$ cat src/rtl/imem_stream_loader.sv
// Byte-stream imem loader: length-prefixed little-endian words into imem,
// holding the core in reset until the image is complete.
module imem_stream_loader #(
  parameter int ADDR_W     = 8,
  parameter int IMEM_WORDS = 256
) (
  input  logic              clk,
  input  logic              reset,
  input  logic              start,
  input  logic              s_valid,
  input  logic [7:0]        s_data,
  output logic              s_ready,
  output logic              imem_we,
  output logic [ADDR_W-1:0] imem_addr,
  output logic [31:0]       imem_wdata,
  output logic              core_reset,
  output logic              load_done,
  output logic              load_err,
  output logic [15:0]       words_loaded
);

  typedef enum logic [2:0] {
    IDLE, LEN_LO, LEN_HI, DATA, FLUSH, DONE, ERR
  } state_t;

  state_t      state;
  logic [7:0]  len_lo;
  logic [15:0] len;
  logic [1:0]  lane;
  logic [23:0] partial;
  logic        accept;
  logic [15:0] len_in;

  assign accept = s_valid && s_ready;
  assign len_in = {s_data, len_lo};

  always_ff @(posedge clk or posedge reset) begin
    if (reset) begin
      state        <= IDLE;
      s_ready      <= 1'b0;
      imem_we      <= 1'b0;
      imem_addr    <= '0;
      imem_wdata   <= '0;
      core_reset   <= 1'b1;
      load_done    <= 1'b0;
      load_err     <= 1'b0;
      words_loaded <= '0;
      len_lo       <= '0;
      len          <= '0;
      lane         <= '0;
      partial      <= '0;
    end else begin
      imem_we <= 1'b0;
      case (state)
        IDLE: begin
          if (start) begin
            state        <= LEN_LO;
            s_ready      <= 1'b1;
            words_loaded <= '0;
          end
        end
        LEN_LO: begin
          if (accept) begin
            len_lo <= s_data;
            state  <= LEN_HI;
          end
        end
        LEN_HI: begin
          if (accept) begin
            len          <= len_in;
            lane         <= '0;
            words_loaded <= '0;
            if (len_in == 16'd0) begin
              state      <= DONE;
              s_ready    <= 1'b0;
              load_done  <= 1'b1;
              core_reset <= 1'b0;
            end else if (len_in > 16'(IMEM_WORDS)) begin
              state    <= ERR;
              s_ready  <= 1'b0;
              load_err <= 1'b1;
            end else begin
              state <= DATA;
            end
          end
        end
        DATA: begin
          if (accept) begin
            lane <= lane + 2'd1;
            if (lane == 2'd3) begin
              // last lane completes the word; write it next cycle
              imem_we      <= 1'b1;
              imem_addr    <= words_loaded[ADDR_W-1:0];
              imem_wdata   <= {s_data, partial};
              words_loaded <= words_loaded + 16'd1;
              if (words_loaded == len - 16'd1) begin
                state   <= FLUSH;
                s_ready <= 1'b0;
              end
            end else begin
              partial[8*lane +: 8] <= s_data;
            end
          end
        end
        FLUSH: begin
          state      <= DONE;
          load_done  <= 1'b1;
          core_reset <= 1'b0;
        end
        DONE, ERR: begin
          if (start) begin
            state        <= LEN_LO;
            s_ready      <= 1'b1;
            load_done    <= 1'b0;
            load_err     <= 1'b0;
            core_reset   <= 1'b1;
            words_loaded <= '0;
          end
        end
        default: state <= IDLE;
      endcase
    end
  end

endmodule
$ cat config.mk
export PLATFORM = sky130hd
export DESIGN_NAME = imem_stream_loader
export DESIGN_NICKNAME = d
export VERILOG_FILES = /design/src/rtl/imem_stream_loader.sv
export SDC_FILE = /design/constraint.sdc
export NUM_CORES = 1
export LEC_CHECK = 0
export ABC_AREA = 1
export CAP_MARGIN = 20
export CORE_ASPECT_RATIO = 0.6
export CORE_MARGIN = 2
export CORE_UTILIZATION = 55
export DETAILED_ROUTE_END_ITERATION = 10
export PLACE_DENSITY = 0.8
export SKIP_LAST_GASP = 1
export SYNTH_ARGS = -nofsm -noshare
export SYNTH_HDL_FRONTEND = slang
export SYNTH_SLANG_ARGS = --single-unit
$ cat constraint.sdc
create_clock -name clk -period 4.44 [get_ports clk]
set_clock_uncertainty 0.05 [all_clocks]
set_input_delay 0.444 -clock clk [delete_from_list [all_inputs] [get_ports clk]]
set_output_delay 0.444 -clock clk [all_outputs]
set_load 0.05 [all_outputs]
==> results.toml <==
[run_status]
outcome = "completed"

[power_and_ir_drop]
combPwrFrac_pct = 43.9
p_leak_uw = 0.00330
p_switching_uw = 2530
power_density_nw_per_um2 = 813
power.internal_uw = 3250
clkPwrFrac_pct = 25.9
sw_frac_of_total_pct = 43.8
pwr-share-seq_pct = 30.2
ir_worst_vdd_mv = 0.414

[drt]
post_drt_wl_per_cell_um = 15.9
vias = 5011
drc_errors = 0
drt_first_iter_violations = 424
postRouteAntennaNets = 0
vias_per_cell = 5.49
first_pass_iters = 7
drt_wl_total_mm = 14.5

[die]
die_area_um2 = 11100
fp.dieW_um = 135
num_io_pins = 73
fp.dieH_um = 82.4
coreArea_um2 = 9910
num_rows = 28
initial_core_util_pct = 56.8

[grt]
grt_max_degree = 59
overflow = 0
track_usage_pct = 28.4
grt_pass1_vias = 4885
antenna_found_initial = 0
grt_pass1_wl_mm = 24.2

[sta]
slew_headroom_pct = 39.8
max_freq_mhz = 391
setup_ws_ps = 1880
slew_violations = 0
setup_tns_ps = 0
timing.hold.ws_ps = 397
period_needed_ps = 2560
setup_viol = 0
period_share_pct = 57.6
hold_viol = 0
worst_pin_slew_ps = 900
rsz0062_at_grt = "false"

[final_layout]
fin_nets = 784
drive_above_1_share_pct = 8.24
antenna_cells = 0
syn_to_final_growth_pct = 26.1
fin_util_pct = 71.6

[yosys]
synthCells = 690
yosysWarnings = 0
yosysSeqAreaShare_pct = 50.7
synthDistinctLibCells = 35
syn_nets = 710
avgSynthCellArea_um2 = 8.16
synth.cell_area_um2 = 5630
ys_ff_latch = 114

[worst_hold_path]
hold_path_class = "primary input to async pin"

[cts]
clock_latency_ps = 410
clockBufferDepth = 2
cts_buffers = 17
root_buffer = "clkbuf_16"
cts_tree = "built"
postCtsSetupBuffers = 0
htree_levels = 4
clock_sinks = 114
path_clk_slew_ps = 60
cts_hold_buf = 0
cts_resized = 0

[place]
pre_cts_slack_ps = 1690
place_hpwl_mm = 10.2
port_buffers = 72
place.gp.congestion = 0.963

[critical_path]
cp-start-kind = "flip-flop"
cp-end-kind = "flip-flop"
path_class = "flip-flop to flip-flop"
critPathRequiredTime_ps = 4670
worst_ep_arrival_time_ps = 2790
path_max_fanout = 20

[run]
maxCapViolCount = 0
## stage by stage
stage | area, um2 | total power, uW | std cells
2_1_floorplan | 5630 | 3520 | 690
3_3_place_gp | 6450 | 4140 | 880
3_5_place_dp | 6450 | 4230 | 880
4_1_cts | 7100 | 5760 | 912
5_1_grt | 7100 | 6130 | 912
6_report | 7100 | 5770 | 912
## area by class of cell
cell class	count	area (um2)
multi-input combinational	464	2330
inverter	92	350
sequential	114	2850
clock inverter	13	209
fill	711	2810
timing repair buffer	75	743
clock buffer	19	443
tap	135	169
## worst paths after layout
path / from / to / slack (ps) / depth (start not counted)
worst min-delay path: reset / partial[0] / 400 / 2
worst min register to register: imem_wdata[1] / imem_wdata[1] / 430 / 2
max in group asynchronous: reset / partial[19] / 2970 / 3
worst max-delay path: state[0] / words_loaded[4] / 1880 / 10
min in group clk: imem_wdata[1] / imem_wdata[1] / 430 / 2
worst max register to register: state[0] / words_loaded[4] / 1880 / 10
## power groups by stage
stage	clock, uW	sequential (uW)	combinational (uW)
after floorplan	0	2290	1230
after global placement	0	1730	2410
after detailed placement	0	1740	2490
after CTS	1510	1730	2520
after global routing	1560	1790	2780
final	1500	1750	2530
## critical path, stage by stage (launching register included)
cell and delay, ps:
dfrtp_1 420, inv_1 110, fa_1 480, nand2_1 100, inv_2 40, nor2_2 110
nand2_1 400, nor2_1 370, nand2_1 150, o21ai_1 150, a21oi_1 50
## placed cells by master, fill, tap and decap left out, types with 5 or more instances in the layout
master / n
a21oi_1: 14
nand3_1: 31
nand2_1: 168
o21ai_1: 34
inv_1: 82
dfrtp_1: 113
clkdlybuf4s50_1: 72
bufinv_16: 5
nor2_2: 6
xnor2_1: 9
nor3_1: 7
nor2_1: 52
xor2_1: 11
nor2_4: 7
nand4_1: 22
o21ai_0: 69
nand3b_1: 8
inv_2: 8
clkbuf_16: 17
ha_1: 7
## synth_stat cells
library cell,instances,share of area (%)
ha_1,7,1.6
nor2_4,7,1.4
nand4_1,22,2.4
dfrtp_1,113,50
o21a_1,3,0.40
o21ai_1,34,3.0
nor2_2,6,0.67
dfstp_2,1,0.47
a31o_2,1,0.16
nand2_1,168,11
nand3_1,31,2.8
xnor2_1,9,1.4
nor2_1,52,3.5
nor3_1,7,0.62
and2_1,1,0.11
nor3_2,1,0.18
o31ai_1,3,0.40
o21bai_1,2,0.27
a21oi_1,14,1.2
inv_1,83,5.5
xor2_1,11,1.7
a211oi_1,1,0.13
inv_4,1,0.11
buf_1,1,0.067
buf_2,7,0.62
buf_4,1,0.13
clkbuf_1,10,0.67
o21ai_0,69,6.1
nand2_2,2,0.22
nor4_1,2,0.22
nand3b_1,8,1.1
buf_6,1,0.20
fa_1,1,0.36
o21ai_2,2,0.31
inv_2,8,0.53
## flip-flops by register name (all words and copies together), names as in the netlist
name	flops
load_done	1
lane	2
s_ready	1
core_reset	1
partial	24
imem_wdata	32
load_err	1
len_lo	8
imem_addr	8
state	3
len	16
imem_we	1
words_loaded	16
## routing by layer
layer | GRT usage (%) | routed length (um) | up-vias
met1 | 41.0 | 6740 | 2405
li1 | - | - | 2374
met3 | 7.39 | 1340 | 20
met5 | 0 | 0 | -
met2 | 42.7 | 6320 | 212
met4 | 8.32 | 142 | 0
## cell families after synthesis
group	synth area share [%]
and+or+nand+nor	24.4
AOI/OAI and AO/OA	12.1
DFF	50.7
buffers and inverters	7.87
xor gates and xnor gates	3.11
adders and majority gates	1.91
Note: power is estimated with default switching activity, not from simulation.
